==> config.mk <==
export PLATFORM = sky130hd
export DESIGN_NAME = conv_icb_sram
export DESIGN_NICKNAME = d
export VERILOG_FILES = /design/src/rtl/conv_icb_sram_pkg.sv /design/src/rtl/conv_icb_rsp_fifo.sv /design/src/rtl/conv_icb_sram.sv
export SDC_FILE = /design/constraint.sdc
export NUM_CORES = 1
export LEC_CHECK = 0
export BUFFER_PORTS_ARGS = -buffer_cell sky130_fd_sc_hd__buf_4
export CAP_MARGIN = 20
export CORE_ASPECT_RATIO = 1.5
export CORE_UTILIZATION = 30
export DETAILED_ROUTE_END_ITERATION = 6
export SYNTH_ARGS = -nofsm -noshare
export SYNTH_HDL_FRONTEND = slang
export SYNTH_SLANG_ARGS = --single-unit
==> constraint.sdc <==
create_clock -name clk -period 7.4 [get_ports clk]
set_input_delay 0.74 -clock clk [delete_from_list [all_inputs] [get_ports clk]]
set_output_delay 0.74 -clock clk [all_outputs]
set_load 0.1 [all_outputs]
==> src/rtl/conv_icb_sram_pkg.sv <==
// conv_icb_sram_pkg: ICB widths, SRAM window defaults and the response entry type
package conv_icb_sram_pkg;
    localparam int ADDR_W = 32;
    localparam int DATA_W = 32;
    localparam int MASK_W = 4;
    localparam logic [ADDR_W-1:0] BASE_ADDR_DEF = 32'h1005_0000;
    localparam int SRAM_AW_DEF = 12;
    localparam int RSP_DEPTH_DEF = 3;
    typedef struct packed {
        logic [DATA_W-1:0] rdata;
        logic              err;
    } rsp_t;
endpackage

==> src/rtl/conv_icb_rsp_fifo.sv <==
// conv_icb_rsp_fifo: in-order response queue with occupancy count
module conv_icb_rsp_fifo
    import conv_icb_sram_pkg::*;
#(
    parameter int DEPTH = RSP_DEPTH_DEF
) (
    input  logic                         clk,
    input  logic                         rst,
    input  logic                         push,
    input  rsp_t                         din,
    input  logic                         pop,
    output rsp_t                         dout,
    output logic                         valid,
    output logic [$clog2(DEPTH+1)-1:0]   count
);
    localparam int PW = $clog2(DEPTH);
    localparam int CW = $clog2(DEPTH+1);
    rsp_t mem [DEPTH];
    logic [PW-1:0] wr_ptr, rd_ptr;
    function automatic logic [PW-1:0] inc(input logic [PW-1:0] p);
        return p == PW'(DEPTH-1) ? '0 : p + PW'(1);
    endfunction
    always_ff @(posedge clk) begin
        if (rst) begin
            wr_ptr <= '0;
            rd_ptr <= '0;
            count  <= '0;
        end else begin
            if (push) wr_ptr <= inc(wr_ptr);
            if (pop) rd_ptr <= inc(rd_ptr);
            count <= count + CW'(push) - CW'(pop);
        end
    end
    always_ff @(posedge clk) begin
        if (push) mem[wr_ptr] <= din;
    end
    assign valid = count != '0;
    // An empty queue presents zeros so the response outputs are clean after reset
    assign dout  = valid ? mem[rd_ptr] : '0;
endmodule

==> src/rtl/conv_icb_sram.sv <==
// conv_icb_sram: ICB slave bridging the conv core to a single-port SRAM, responses in order
module conv_icb_sram
    import conv_icb_sram_pkg::*;
#(
    parameter logic [ADDR_W-1:0] BASE_ADDR = BASE_ADDR_DEF,
    parameter int                SRAM_AW   = SRAM_AW_DEF,
    parameter int                RSP_DEPTH = RSP_DEPTH_DEF
) (
    input  logic               clk,
    input  logic               rst,
    input  logic               conv_icb_cmd_valid,
    output logic               conv_icb_cmd_ready,
    input  logic [ADDR_W-1:0]  conv_icb_cmd_addr,
    input  logic               conv_icb_cmd_read,
    input  logic [DATA_W-1:0]  conv_icb_cmd_wdata,
    input  logic [MASK_W-1:0]  conv_icb_cmd_wmask,
    output logic               conv_icb_rsp_valid,
    input  logic               conv_icb_rsp_ready,
    output logic [DATA_W-1:0]  conv_icb_rsp_rdata,
    output logic               conv_icb_rsp_err,
    output logic               sram_cs,
    output logic               sram_we,
    output logic [SRAM_AW-1:0] sram_addr,
    output logic [DATA_W-1:0]  sram_wdata,
    output logic [MASK_W-1:0]  sram_wem,
    input  logic [DATA_W-1:0]  sram_rdata
);
    localparam int CW = $clog2(RSP_DEPTH+1);
    logic          fire, hit, err, pop;
    logic          pend_vld, pend_read, pend_err;
    logic [CW-1:0] count;
    logic [CW:0]   occ;
    rsp_t          push_ent, head;
    // Pending stage reserves a FIFO slot, so ready only looks at registered occupancy
    assign occ                = {1'b0, count} + (CW+1)'(pend_vld);
    assign conv_icb_cmd_ready = !rst && occ < (CW+1)'(RSP_DEPTH);
    assign fire               = conv_icb_cmd_valid && conv_icb_cmd_ready;
    assign hit = conv_icb_cmd_addr[ADDR_W-1:SRAM_AW+2] == BASE_ADDR[ADDR_W-1:SRAM_AW+2];
    assign err = !hit || conv_icb_cmd_addr[1:0] != 2'b00;
    assign sram_cs    = fire && !err;
    assign sram_we    = !conv_icb_cmd_read;
    assign sram_addr  = conv_icb_cmd_addr[SRAM_AW+1:2];
    assign sram_wdata = conv_icb_cmd_wdata;
    assign sram_wem   = conv_icb_cmd_read ? '0 : conv_icb_cmd_wmask;
    always_ff @(posedge clk) begin
        if (rst) begin
            pend_vld  <= 1'b0;
            pend_read <= 1'b0;
            pend_err  <= 1'b0;
        end else begin
            pend_vld  <= fire;
            pend_read <= conv_icb_cmd_read;
            pend_err  <= err;
        end
    end
    assign push_ent.rdata = (pend_read && !pend_err) ? sram_rdata : {DATA_W{1'b0}};
    assign push_ent.err   = pend_err;
    assign pop            = conv_icb_rsp_valid && conv_icb_rsp_ready;
    conv_icb_rsp_fifo #(.DEPTH(RSP_DEPTH)) u_rsp_fifo (
        .clk   (clk),
        .rst   (rst),
        .push  (pend_vld),
        .din   (push_ent),
        .pop   (pop),
        .dout  (head),
        .valid (conv_icb_rsp_valid),
        .count (count)
    );
    assign conv_icb_rsp_rdata = head.rdata;
    assign conv_icb_rsp_err   = head.err;
endmodule

* Word level (Yosys, flattened, before mapping) *
Memories as Yosys holds them, arrays and structs flattened. A register that Yosys moved wholly into a read port is not among the register bits.
Index checks and enable logic that the tools add are counted.

word-level totals
  register bits = 9
  bits in writable memories = 99
  bits of input ports = 105
  output and inout bits = 85
  logic and storage cells = 38
  memories kept = 1

memory list
  memory          depth  bits a word  rd ports  clocked after memory_dff  wr ports  RTL line                 text
  u_rsp_fifo.mem  3      33           1         1                         1         conv_icb_rsp_fifo.sv:18  rsp_t mem [DEPTH];

operators by class
  add/sub/neg operators = 5
  $lt $le $gt $ge = 1
  equal/unequal tests = 3
  mux-type cells = 9
  reductions and logical operators = 13

operators with widths
  kind                    count
  $mux W33                1
  $mux W32                1
  $eq A18 B15 Y1 const B  1
  $mux W2                 4
  $logic_and A1 B1 Y1     5
  $logic_not A1 Y1        5
  $add A2 B1 Y2 const B   2
  $eq A2 B2 Y1 const B    2
  $mux W4                 1
  $reduce_bool A2 Y1      2
  $add A2 B1 Y3           1
  $lt A3 B2 Y1 const B    1
  $add A2 B1 Y2           1
  $mux W1                 2
  $sub A2 B1 Y2           1
  $logic_or A1 B1 Y1      1

* Depth between registers and ports, before layout *
Gate-level depths: netlist of run 1.

  word-level depth = 5
  depth in mapped cells = 8
  mapped depth without buffers = 8

* Cells and area by module *
Synthesis of run 1 repeated with hierarchy kept, for this count alone.

unflattened totals
  cell total of the unflattened synthesis = 347
  area total of the unflattened synthesis = 5,137.4 sq um

by module, submodules not included
  module             instances  cells an instance  area each (sq um)  sequential area each (sq um)
  conv_icb_rsp_fifo  1          243                4,361.7            3,133.0
  conv_icb_sram      1          104                775.7              60.1

* Least setup slack after synthesis of run 1 *
No wires, ideal clock.

  kind = input-to-output
  start point = input rst
  end point = output sram_cs
  arrival time = 5.520 ns
  required time = 6.660 ns
  path slack = 1.140 ns
  cell stages on the path = 4
  path buffers = 1
  cell sequence = buf_6 > a211oi_1 > nand2_1 > nor3_1

on the way
  cells in the longest elaborated chain, start to end = 4

RTL lines
  item                    RTL line             text
  start, declared         conv_icb_sram.sv:10  input logic rst,
  $logic_not A1 Y1        conv_icb_sram.sv:36  assign conv_icb_cmd_ready = !rst && occ < (CW+1)'(RSP_DEPTH);
  $logic_and A1 B1 Y1     conv_icb_sram.sv:36
  via conv_icb_cmd_ready  conv_icb_sram.sv:12  output logic conv_icb_cmd_ready,
  $logic_and A1 B1 Y1     conv_icb_sram.sv:37  assign fire = conv_icb_cmd_valid && conv_icb_cmd_ready;
  $logic_and A1 B1 Y1     conv_icb_sram.sv:40  assign sram_cs = fire && !err;
  end, declared           conv_icb_sram.sv:21  output logic sram_cs,

The timed path passes the listed nets, and every way through them passes these cells.

* Worst setup path after layout of run 1 *
  start point = register pend_vld
  end point = output sram_cs

on the way
  cells in the longest elaborated chain, start to end = 5

RTL lines
  item                    RTL line             text
  start, declared         conv_icb_sram.sv:30  logic pend_vld, pend_read, pend_err;
  start signal, assigned  conv_icb_sram.sv:51  pend_vld <= fire;
  $add A2 B1 Y3           conv_icb_sram.sv:35  assign occ = {1'b0, count} + (CW+1)'(pend_vld);
  $lt A3 B2 Y1            conv_icb_sram.sv:36
  $logic_and A1 B1 Y1     conv_icb_sram.sv:36
  $logic_and A1 B1 Y1     conv_icb_sram.sv:37
  $logic_and A1 B1 Y1     conv_icb_sram.sv:40

Every way passes these cells.

==> summary.md, run 1 <==
| Metric | Value |
|---|---|
| PwrDens | 364 nW/µm² |
| Relative slew slack | 39.1% |
| Maximum vdd ir drop | 186 µV |
| Syn. warnings | 0 |
| Via density | 4.45 |
| Multi-input logic area | 1440 µm² |
| Initial core utilization | 30.5% |
| Die Area | 17500 µm² |
| Ports | 190 |
| Total CTS buffers | 9 |
| Peak Freq | 0.329 GHz |
| Commonest cells post-synth | 99 x edfxtp_1, 47 x buf_4, 38 x nor2_1, 33 x mux2i_1, 32 x and2_1 |
| Final hold viol count | 0 |
| First-pass GRT wire length | 14.3 mm |
| Setup crit start kind | flip-flop |
| Largest net degree at the start of global routing | 35 |
| Status | complete, but fails checks |
| Clk_skew | 0.00883 ns |
| Syn Inst Count | 348 |
| Initial DRC count | 87 |
| Hpwl dp | 6.49 mm |
| Core ar. | 16700 µm² |
| Final Max Slew Viols | 0 |
| Final net count | 515 |
| Vias in the first global route | 2939 |
| Post-CTS Setup Inserts | 0 |
| Post-synth ARST share | 0% |
| Fillers | 1649 |
| Die H | 162 µm |
| P&R area growth vs syn | 18.5% |
| Worst r2r src | pend_vld$_SDFF_PP0_ |
| Number of synthesized register bits | 110 |
| Synth Net Count | 457 |
| Vias after detailed routing | 2758 |
| Sum Neg Setup Slack | 0 ns |
| Largest fanout on the critical path | 6 |
| Final period utilization | 41.0% |
| Port bufs | 101 |
| Layout cells sized above 1 | 39.8% |
| # setup viols final | 0 |
| CTS tree | done |
| Hold Path Depth | 2 |
| Reg-to-reg endpoint | u_rsp_fifo.mem[0][19]$_DFFE_PP_ |
| Top cell type's share of synthesized area | 58.3% |
| Distinct cells, synth | 30 |
| Top cells by area in the synthesized netlist | edfxtp_1 58%, mux2_4 8.8%, buf_4 6.9% |
| Grt ovf | 0 |
| Crit path time final | 3.04 ns |
| Post-DR wirelength/cell | 15.5 µm |
| Ant diodes | 0 |
| Worst path cell trace | ha_1, ha_1, a211oi_1, nand2_1, nor3_1, buf_4 |
| Min-delay worst type | flip-flop to flip-flop |
| Kind of critical path | flip-flop to primary output |
| Clock sinks | 110 |
| CP endpoint kind | primary output |
| RSZ-0062 raised after global routing | no |
| Max-Cap Viols | 0 |
| CTS H-tree lvls | 3 |
| Residual DRC | 1 |
| Critical path's top delay family | adder cells |
| Initial antenna violation count | 0 |
| Number of synthesized flops with an enable pin | 99 |
| Register area | 3200 µm² |
| Reg clk slew, reported paths | 0.07 ns |
| Largest area contributor in the netlist | edfxtp_1 |
| Failing checks | DRC |
| Crit path arrival time | 2.30 ns |
| Slowest CP cell | a211oi_1 |
| Die width | 108 µm |
| R2R setup slack | 5.39 ns |
| Post-CTS resize count | 0 |
| WP buf/inv | 1 |
| WHS | 0.498 ns |
| Seq/Total Area, Yosys | 62.6% |
| Static Leak | 2.27 nW |
| First-pass iteration count of the detailed router | 6 |
| Post-Syn Area | 5100 µm² |
| Detailed Route WL | 9.61 mm |
| Synth Flop Type | edfxtp_1 |
| Routed Antenna Nets | 0 |
| CTS max path bufs | 2 |
| Worst-margin pin slew | 0.912 ns |
| Post-CTS Hold Buffers | 0 |
| Placer Congestion | 0.697 |
| Hold wc startpoint | u_rsp_fifo.rd_ptr[0]$_SDFFE_PP0P_ |
| CP required | 6.66 ns |
| CP most frequent cell | ha_1 |
| Clk root buf | clkbuf_16 |
| Rows | 58 |
| Synthesized area per cell | 14.7 µm² |
| Most frequent cell after synthesis | edfxtp_1 |
| Worst r2r path cells | 3 |
| GRT Overall Usage | 11.1% |
| Worst stage delay on the critical path | 0.43 ns |
| Worst-Skew Late Latency | 0.35 ns |
-- power by group --
part | switching (W) | internal [W] | total, W
logic | 0.000762 | 0.000247 | 0.00101
clock network | 0.000215 | 0.000231 | 0.000447
registers | 0.0000317 | 0.000709 | 0.000741
-- metal layers --
layer	share of wire (%)	global-route usage [%]
met1	36	11.2
met3	5.4	1.73
met5	0	0
met4	3.3	7.31
met2	56	20.6
-- worst max path at each step --
| stage | end | slack (ns) | cells past startpoint | start |
|---|---|---|---|---|
| 2_1_floorplan | sram_cs | 1.14 | 4 | rst |
| 3_3_place_gp | conv_icb_rsp_rdata[9] | 4.60 | 4 | flip-flop |
| 3_5_place_dp | sram_cs | 4.71 | 5 | rst |
| 4_1_cts | sram_cs | 4.32 | 6 | u_rsp_fifo.count[0]$_SDFF_PP0_ |
| 5_1_grt | sram_cs | 4.14 | 6 | u_rsp_fifo.count[0]$_SDFF_PP0_ |
| 6_report | sram_cs | 4.36 | 6 | pend_vld$_SDFF_PP0_ |
-- worst register-to-register path, delay by kind of cell, from the launching register on --
| family | cells | cell delay [ns] |
|---|---|---|
| flops | 1 | 0.44 |
| simple gates | 1 | 0.62 |
| buf+inv | 2 | 0.60 |
-- cells in the final DEF (no fill, tap or decap), types with 3 or more instances in the layout --
cell,n
nand2_1,5
buf_4,103
clkinv_4,4
ha_1,4
dfxtp_1,9
nor4_1,3
inv_1,7
and2_1,32
a21oi_1,3
mux2_2,3
nor2b_1,6
mux2_4,30
nor2_1,36
edfxtp_1,99
clkbuf_16,9
mux2i_1,33
-- stage by stage --
| stage | power (W) | area, µm² | util [%] | instances | setup slack, ns |
|---|---|---|---|---|---|
| 6_report | 0.00220 | 6040 | 36.2 | 620 | 4.36 |
| 5_1_grt | 0.00228 | 6040 | 36.2 | 620 | 4.14 |
| 2_1_floorplan | 0.00169 | 5100 | - | 348 | 1.14 |
| 4_1_cts | 0.00222 | 6010 | 36.0 | 619 | 4.32 |
| 3_5_place_dp | 0.00178 | 5740 | 34.4 | 604 | 4.71 |
| 3_3_place_gp | 0.00177 | 5700 | 34.1 | 602 | 4.60 |
-- cell families after synthesis --
kind of cell	count (synthesis)	share of synthesized area, %
AOI/OAI and AO/OA	7	1.01
DFF	110	62.6
buffers and inverters	66	9.62
and+or+nand+nor	93	9.45
xor gates and xnor gates	2	0.344
muxes	66	16.0
adders and majority gates	4	0.982
-- registers in the layout, indices dropped and copies added, names as in the netlist, named ones only --
| register | cells |
|---|---|
| pend_vld | 1 |
| u_rsp_fifo.rd_ptr | 2 |
| pend_read | 1 |
| u_rsp_fifo.mem | 99 |
| u_rsp_fifo.wr_ptr | 2 |
| pend_err | 1 |
| u_rsp_fifo.count | 2 |
-- final cells by class --
cell class | count | share of cell area [%]
inverters | 7 | 0.435
flip-flops and latches | 110 | 52.9
clock buffers | 10 | 3.79
well taps | 210 | 4.35
clock inverters | 5 | 0.767
repair buffers | 106 | 13.9
multi-input cells | 172 | 23.8
Power figures use the tool's default switching activity.
==> run 2, diff against run 1 <==
Clock period 7.4 ns to 2.8 ns, I/O delays scaled along.
==> summary.md, run 2 (synthesis gave the netlist of run 1 again) <==
| Metric | Value |
|---|---|
| Sum Neg Setup Slack | 0 ns (unchanged) |
| Initial core utilization | 30.5% (unchanged) |
| CP required | 2.52 ns (-4.14 ns) |
| Residual DRC | 0 (-1) |
| CTS max path bufs | 2 (unchanged) |
| First-pass iteration count of the detailed router | 4 (-2) |
| Ant diodes | 0 (unchanged) |
| Ports | 190 (unchanged) |
| Largest register by flop count | u_rsp_fifo.mem |
| First-pass GRT wire length | 15.0 mm (+5.0%) |
| RSZ-0062 raised after global routing | no |
| Layout cells sized above 1 | 41.1% (+1.3 points) |
| Worst-Skew Late Latency | 0.34 ns (about the same) |
| Initial DRC count | 81 (-6.9%) |
| Static Leak | 2.30 nW (+1.3%) |
| CP endpoint kind | primary output |
| Worst stage delay on the critical path | 0.37 ns (-0.06 ns) |
| NetSw | 0.00270 W (+170%) |
| Setup crit start kind | flip-flop |
| Hold Path Depth | 2 (unchanged) |
| Post-CTS Setup Inserts | 0 (unchanged) |
| Final Max Slew Viols | 0 (unchanged) |
| Clk_skew | 0.00602 ns (-0.00281 ns) |
| Tot Pwr | 0.00586 W (+170%) |
| Peak Freq | 0.419 GHz |
| Grt ovf | 0 (unchanged) |
| Post-CTS resize count | 0 (unchanged) |
| Fillers | 1647 (-0.12%) |
| Flop pwr share | 33.2% (-0.5 points) |
| Post-CTS Hold Buffers | 0 (unchanged) |
| Crit path arrival time | 2.11 ns (-0.19 ns) |
| Vias after detailed routing | 2772 (+0.51%) |
| Die Area | 17500 µm² (unchanged) |
| Relative slew slack | 40.4% (+1.3 points) |
| Crit path time final | 2.39 ns |
| Clock power share | 20.3% (about the same) |
| Vias in the first global route | 2982 (+1.5%) |
| # setup viols final | 0 (unchanged) |
| Via density | 4.43 (-0.46%) |
| CTS H-tree lvls | 3 (unchanged) |
| Initial antenna violation count | 0 (unchanged) |
| Comb power frac | 46.4% (+0.4 points) |
| Total CTS buffers | 9 (unchanged) |
| Post-DR wirelength/cell | 15.7 µm (+1.1%) |
| Final period utilization | 85.2% |
| Status | finished, final reports clean |
| Cell-internal power | 0.00316 W (+170%) |
| Final net count | 520 (+0.97%) |
| GRT Overall Usage | 11.6% (+0.47 points) |
| Largest register FFs | 99 (unchanged) |
| Detailed Route WL | 9.81 mm (+2.0%) |
| Kind of critical path | flip-flop to primary output |
| Clock sinks | 110 (unchanged) |
| Worst path depth | 6 (unchanged) |
| Largest fanout on the critical path | 6 (unchanged) |
| WHS | 0.175 ns (-0.323 ns) |
| Worst-margin pin slew | 0.894 ns (-0.0179 ns) |
| Core ar. | 16700 µm² (unchanged) |
| Largest net degree at the start of global routing | 35 (unchanged) |
| Worst r2r path cells | 3 (unchanged) |
| P&R area growth vs syn | 19.3% |
| CTS tree | done |
| Critical path's top delay family | adder cells |
| Min-delay worst type | input pin to flip-flop |
| Max-Cap Viols | 0 (unchanged) |
| Worst path cell trace | ha_1, ha_1, a211oi_4, nand2_1, nor3_4, buf_4 |
| WP buf/inv | 1 (unchanged) |
| Port bufs | 101 (unchanged) |
| PwrDens | 964 nW/µm² (+160%) |
| Commonest non-fill, non-tap cell in the layout | buf_4 |
| Routed Antenna Nets | 0 (unchanged) |
| Placer Congestion | 0.737 (+5.8%) |
| Die H | 162 µm (unchanged) |
| Net switching fraction of the power | 46.0% (+0.054 points) |
| Placed cell areas | 5800 µm² (+1.1%) |
| Slowest CP cell | dfxtp_1 |
| CP most frequent cell | ha_1 |
| Maximum vdd ir drop | 557 µV (+200%) |
| Reg clk slew, reported paths | 0.07 ns (about the same) |
| Clk root buf | clkbuf_16 |
| Die width | 108 µm (unchanged) |
| Hpwl dp | 6.78 mm (+4.5%) |
| Fin area | 6080 µm² (+0.68%) |
| Commonest non-fill, non-tap cells in the layout | 110 x buf_4, 99 x edfxtp_1, 36 x nor2_1, 33 x mux2i_1, 32 x and2_1 |
| Rows | 58 (unchanged) |
| Final hold viol count | 0 (unchanged) |
[run 2: path summary, 6_finish.rpt]
check                                                       start                        endpoint  slack (ns)
worst max-delay path                          pend_vld$_SDFF_PP0_                         sram_cs        0.41
worst min-delay path                                          rst            pend_read$_SDFF_PP0_        0.17
worst max register to register                pend_vld$_SDFF_PP0_  u_rsp_fifo.mem[2][1]$_DFFE_PP_        1.10
worst min register to register  u_rsp_fifo.rd_ptr[1]$_SDFFE_PP0P_                       flip-flop        0.48
[run 2: final cells by class]
cell class                      count  area (µm²)  area share, %
Timing Repair Buffer              111         846           13.9
Multi-Input combinational cell    172        1470           24.2
Sequential cell                   110        3200           52.6
Clock inverter                      7        56.3          0.926
Clock buffer                        9         225           3.70
Inverter                            7        26.3          0.432
Tap cell                          210         263           4.32
[run 2: metrics by stage]
step / cells / setup WS [ns] / utilization (%)
after floorplan: 348 / -0.338 / -
after global placement: 610 / 0.778 / 34.7
after detailed placement: 610 / 0.754 / 34.7
after CTS: 626 / 0.366 / 36.4
after global routing: 626 / 0.276 / 36.4
final: 626 / 0.414 / 36.4
[run 2: worst reg2reg max path: stages, from the launching register on]
cell and delay, ns:
dfxtp_1 0.43, nand2_1 0.12, nor2_4 0.50, buf_4 0.34
[run 2: routing by layer]
metal	wire [µm]	track usage, %	vias up
li1	-	-	1311
met1	3700	12.3	1336
met2	5100	20.3	85
met3	550	2.53	40
met4	459	7.49	0
met5	0	0	-
[run 2: power by group through the flow]
stage | clock network, W | logic, W | registers [W]
6_report | 0.00119 | 0.00272 | 0.00195
3_3_place_gp | 0 | 0.00274 | 0.00198
4_1_cts | 0.00122 | 0.00276 | 0.00195
3_5_place_dp | 0 | 0.00276 | 0.00199
2_1_floorplan | 0 | 0.00253 | 0.00194
5_1_grt | 0.00127 | 0.00284 | 0.00196
